`src/rtl/slow_pulse_pacer.sv`:
```
// Fast-domain pacer: stretches single-cycle event strobes into PULSE_W-wide pulses with
// GAP_W low cycles between them, queueing early events. Optional: SLOW_PULSE_PACER_DROP_COUNT_EN.
module slow_pulse_pacer #(
  parameter int PULSE_W = 4,
  parameter int GAP_W   = 4,
  parameter int PEND_W  = 4
) (
  input  logic              clk_fast,
  input  logic              rst_fast,
  input  logic              event_in,
  output logic              signal_fast,
  output logic              busy,
  output logic [PEND_W-1:0] pending,
  output logic              overflow
`ifdef SLOW_PULSE_PACER_DROP_COUNT_EN
  ,
  output logic [15:0]       drop_count
`endif
);

  localparam int TMAX = (PULSE_W > GAP_W) ? PULSE_W : GAP_W;
  localparam int TW   = (TMAX > 1) ? $clog2(TMAX) : 1;

  typedef enum logic [1:0] {IDLE, HIGH, GAP} state_t;

  state_t            state, state_nx;
  logic [TW-1:0]     timer, timer_nx;
  logic [PEND_W-1:0] pending_nx;
  logic              req, consume, full, overflow_nx;

  assign req  = (pending != '0) || event_in;
  assign full = (pending == '1);
  assign busy = (state != IDLE) || (pending != '0);

  always_comb begin
    state_nx = state;
    timer_nx = timer;
    consume  = 1'b0;
    case (state)
      IDLE: if (req) begin
        state_nx = HIGH;
        timer_nx = '0;
        consume  = 1'b1;
      end
      HIGH: if (timer == TW'(PULSE_W-1)) begin
        state_nx = GAP;
        timer_nx = '0;
      end else timer_nx = timer + TW'(1);
      GAP: if (timer == TW'(GAP_W-1)) begin
        timer_nx = '0;
        if (req) begin
          state_nx = HIGH;
          consume  = 1'b1;
        end else state_nx = IDLE;
      end else timer_nx = timer + TW'(1);
      default: begin
        state_nx = IDLE;
        timer_nx = '0;
      end
    endcase
  end

  // an event coinciding with a consume is a pass-through, so it never counts as a drop
  always_comb begin
    pending_nx  = pending;
    overflow_nx = 1'b0;
    case ({event_in, consume})
      2'b10: if (full) overflow_nx = 1'b1;
             else      pending_nx  = pending + PEND_W'(1);
      2'b01: pending_nx = pending - PEND_W'(1);
      default: pending_nx = pending;
    endcase
  end

  always_ff @(posedge clk_fast or posedge rst_fast) begin
    if (rst_fast) begin
      state       <= IDLE;
      timer       <= '0;
      pending     <= '0;
      signal_fast <= 1'b0;
      overflow    <= 1'b0;
    end else begin
      state       <= state_nx;
      timer       <= timer_nx;
      pending     <= pending_nx;
      signal_fast <= (state_nx == HIGH);
      overflow    <= overflow_nx;
    end
  end

`ifdef SLOW_PULSE_PACER_DROP_COUNT_EN
  always_ff @(posedge clk_fast or posedge rst_fast) begin
    if (rst_fast)                                  drop_count <= '0;
    else if (overflow_nx && drop_count != 16'hFFFF) drop_count <= drop_count + 16'd1;
  end
`endif

endmodule
```
`config.mk`:
```
export PLATFORM = sky130hd
export DESIGN_NAME = slow_pulse_pacer
export DESIGN_NICKNAME = d
export VERILOG_FILES = /design/src/rtl/slow_pulse_pacer.sv
export SDC_FILE = /design/constraint.sdc
export NUM_CORES = 1
export LEC_CHECK = 0
export CORE_UTILIZATION = 30
export CTS_BUF_LIST = sky130_fd_sc_hd__clkbuf_8
export DETAILED_ROUTE_END_ITERATION = 10
export HOLD_SLACK_MARGIN = 0.15
export PLACE_DENSITY = 0.47
export SYNTH_ARGS = -nofsm -noshare
export SYNTH_HDL_FRONTEND = slang
export SYNTH_SLANG_ARGS = --single-unit
```
`constraint.sdc`:
```
create_clock -name clk_fast -period 3.86 [get_ports clk_fast]
set_input_delay 0.772 -clock clk_fast [delete_from_list [all_inputs] [get_ports clk_fast]]
set_output_delay 0.772 -clock clk_fast [all_outputs]
set_load 0.05 [all_outputs]
```
After elaboration in Yosys (flattened, before gate mapping)
Index checks and enable logic that the tools add are counted.
{"block": "totals", "inputBits": 3, "elab_cells": 40, "output_inout_bits": 7, "ff_bits": 10}
{"block": "op_classes", "n_eq_ne": 9, "reduce_logical": 8, "n_mux": 15, "n_addsub": 3}
{"operator": "2-to-1 mux 2 bit", "count": 5}
{"operator": "one-hot mux 4 bit (2 select lines)", "count": 1}
{"operator": "== test 2 x 1 -> 1 bit, second input constant", "count": 3}
{"operator": "== test 2 bit, second input constant", "count": 3}
{"operator": "one-hot mux 2 bit (3 select lines)", "count": 1}
{"operator": "2-to-1 mux 1 bit", "count": 5}
{"operator": "adder 4 x 1 -> 4 bit, second input constant", "count": 1}
{"operator": "== test 4 bit, second input constant", "count": 1}
{"operator": "2-to-1 mux 4 bit", "count": 1}
{"operator": "!= test 2 bit, second input constant", "count": 2}
{"operator": "one-hot mux 2 bit (2 select lines)", "count": 1}
{"operator": "nonzero test 2 bit", "count": 2}
{"operator": "nonzero test 4 bit", "count": 1}
{"operator": "subtractor 4 x 1 -> 4 bit, second input constant", "count": 1}
{"operator": "adder 2 x 1 -> 2 bit, second input constant", "count": 1}
{"operator": "logical NOT 2 bit", "count": 1}
{"operator": "logical OR 1 bit", "count": 2}
{"operator": "one-hot mux 1 bit (2 select lines)", "count": 1}
{"operator": "AND reduction 2 bit", "count": 1}
{"operator": "OR reduction 2 bit", "count": 1}

Logic depth before layout (Yosys ltp)
{"block": "depth", "word_depth": 8, "ltp_mapped": 9}

Least setup slack after synthesis
No wires, ideal clock.
{"block": "synth_path", "path_type": "reg-to-output", "startpoint": "reg pending[1]", "endpoint": "out busy", "path_stages_with_launch": 4, "path_slack_ps": 1655, "path_buffers": 1, "arrival_ps": 1433, "cell_sequence": "dfrtp_1 -> buf_6 -> nor4_4 -> nand2_1"}
{"block": "synth_between", "elab_chain_cells": 2}
{"element": "from (decl)", "line": "13", "text": "output logic [PEND_W-1:0] pending,"}
{"element": "from (signal assigned)", "line": "85", "text": "pending <= pending_nx;"}
{"element": "nonzero test 4 bit", "line": "33", "text": "assign busy = (state != IDLE) || (pending != '0);"}
{"element": "logical OR 1 bit", "line": "33"}
{"element": "to (decl)", "line": "12", "text": "output logic busy,"}
Every way passes these cells.

Final worst setup path
Ends and elaborated chain as after synthesis.

==> results.toml <==
[setup_path]
crit_arrival_ns = 1.89
required_ns = 3.09
path_max_fanout = 8
rr_worst_depth = 9
crit_type = "reg -> out"
startpoint_type = "flop"
endpoint_kind = "output port"
reg2reg_from = "state[1]"
crit_start = "pending[1]"

[synth]
synthCells = 57
netlist_area_um2 = 601
synth-main-ff-cell = "dfrtp_1"
seq_area_frac_synth_pct = 41.7
synth.top_cell.area_share_pct = 41.7
ys_types = 25
ys.warnings.count = 0
syn_nets = 66
synth_area_leaders = "dfrtp_1 (42%), ha_1 (13%), a21oi_1 (4.2%), nor4_4 (3.5%), o21ai_0 (3.3%)"
synthTopCellsByCount = "dfrtp_1 (10), ha_1 (6), a21oi_1 (5), inv_1 (5), nand2_1 (5)"
ys_seq_elements = 10
yosys.area.top_type = "dfrtp_1"
async_flop_share_pct = 100
synth-edff-count = 0
synth.most_common_cell = "dfrtp_1"
synth.avg_cell_area_um2 = 10.5

[finish]
final_nets = 79
nFillCells = 195
multi_input_area_um2 = 320
drive_gt1_share_pct = 14.7
stdcell_count = 93
diodes = 0
ff_latch_area_um2 = 250
area_growth_pct = 25.2

[power]
power.density_mw_per_mm2 = 971
p_leak_nw = 0.338
ir_worst_vdd_mv = 0.486

[route]
drc = 0
routedWlPerCell_um = 11.7
firstDrtPassIters = 2
vias_per_cell = 4.75
antenna_left = 0
drtIter0Drc = 2
num_vias = 442
wl_mm = 1.09

[clock_network]
clk_path_buf_depth = 2
path_clk_slew_ns = 0.04
clkLatencyLatePin_ns = 0.23
root_buffer = "clkbuf_8"
hold_buffers = 0
cts.sinks = 10
htree_levels = 1
cts_buffers = 3
cts_tree = "done"
cts_setup_buffers = 0
post_cts_resized = 0

[global_routing]
grt_overflow = 0
grt_max_degree = 11
grt_usage_pct = 13.1
antenna_found_initial = 0
grt_pass1_wl_mm = 1.84
grt_pass1_vias = 422

[job]
drv_cap = 0

[hold_path]
min-delay-start = "timer[1]"
min_path_cells = 2
min_path_type = "reg -> reg"

[sta]
worst_pin_slew_ns = 0.502
slew_viol_final = 0
period_share_pct = 69.1
post-route-min-period_ns = 2.67
max_freq_mhz = 375
hold_violations = 0
finalWorstSetupSlack_ns = 1.19
slew-limit-headroom_pct = 66.5
finClkSkew_ns = 0.00158
finalSetupTns_ns = 0
setup_viol = 0
rsz0062_at_grt = "false"

[die]
die_w_um = 46.7
die_y_um = 46.7
rows = 15
io_pins = 10
coreArea_mm2 = 0.00180
die-area_mm2 = 0.00218
floorplan.initialDensity_pct = 33.3

[placed_design]
port_buffers = 9
routabilityCongestion = 0.734
place_inst = 90
pre_cts_slack_ns = 1.42
dpl.hpwl_um = 812

[outcome]
status = "finished, final reports clean"
-- worst paths after layout --
kind | endpoint | slack (ns)
min | timer[1] | 0.48
max reg2reg | pending[2] | 1.84
min reg2reg | timer[1] | 0.48
max in group asynchronous | signal_fast | 2.76
max | busy | 1.19
min in group asynchronous | pending[2] | 0.82
-- kinds of logic (layout without fill, tap and decap cells) --
family	Yosys count	in the layout	share of synthesized area (%)
DFF	10	10	41.7
AOI/OAI and AO/OA	13	13	13.1
xor gates and xnor gates	3	3	4.38
muxes	1	1	2.50
buffers and inverters	6	17	5.00
adders and majority gates	6	6	12.5
and+or+nand+nor	18	18	20.8
-- state kept, by name (all words and copies together), names as in the netlist --
name	cells
overflow	1
pending	4
signal_fast	1
state	2
timer	2
-- power by group --
part | switching (mW) | internal, mW
registers | 0.0681 | 0.153
logic | 0.228 | 0.177
clock network | 0.0366 | 0.0679
-- stage by stage --
step / instance area (um^2) / hold slack (ns) / total power, mW / util, %
finish: 752 / 0.482 / 0.730 / 41.7
CTS: 752 / 0.492 / 0.739 / 41.7
global route: 752 / 0.532 / 0.789 / 41.7
floorplan: 601 / 0.453 / 0.531 / -
global placement: 711 / 0.473 / 0.629 / 39.4
detailed placement: 711 / 0.482 / 0.629 / 39.4
-- placed cells by master (no fill, tap or decap), drive strengths merged --
master	n
a21o	2
a21oi	5
a22oi	1
and3	2
and4b	1
clkbuf	3
clkdlybuf4s50	9
dfrtp	10
ha	6
inv	5
mux2	1
nand2	5
nand4	2
nor2	2
nor2b	1
nor3	1
nor4	1
nor4b	1
o21ai	4
o21ba	1
or2	1
or4	1
xnor2	1
xor2	2
-- per-layer routing --
metal  vias up  GRT usage, %  wire length (um)
li1        223             -                 -
met1       208          16.7               512
met2         9          18.1               504
met3         2          5.77                44
met4         0          8.57                27
met5         -             0                 0
-- cell type report --
cell class / instances / area share [%]
Inverter: 5 / 2.50
Sequential cell: 10 / 33.3
Timing Repair Buffer: 9 / 12.0
Multi-Input combinational cell: 41 / 42.6
Tap cell: 25 / 4.16
Clock buffer: 3 / 5.49
-- worst max-delay path: stages, from the launching register on --
cell             delay, ns
dfrtp_1               0.48
nor4_4                0.37
nand2_1               0.11
clkdlybuf4s50_1       0.70
Note: power is estimated with default switching activity, not from simulation.
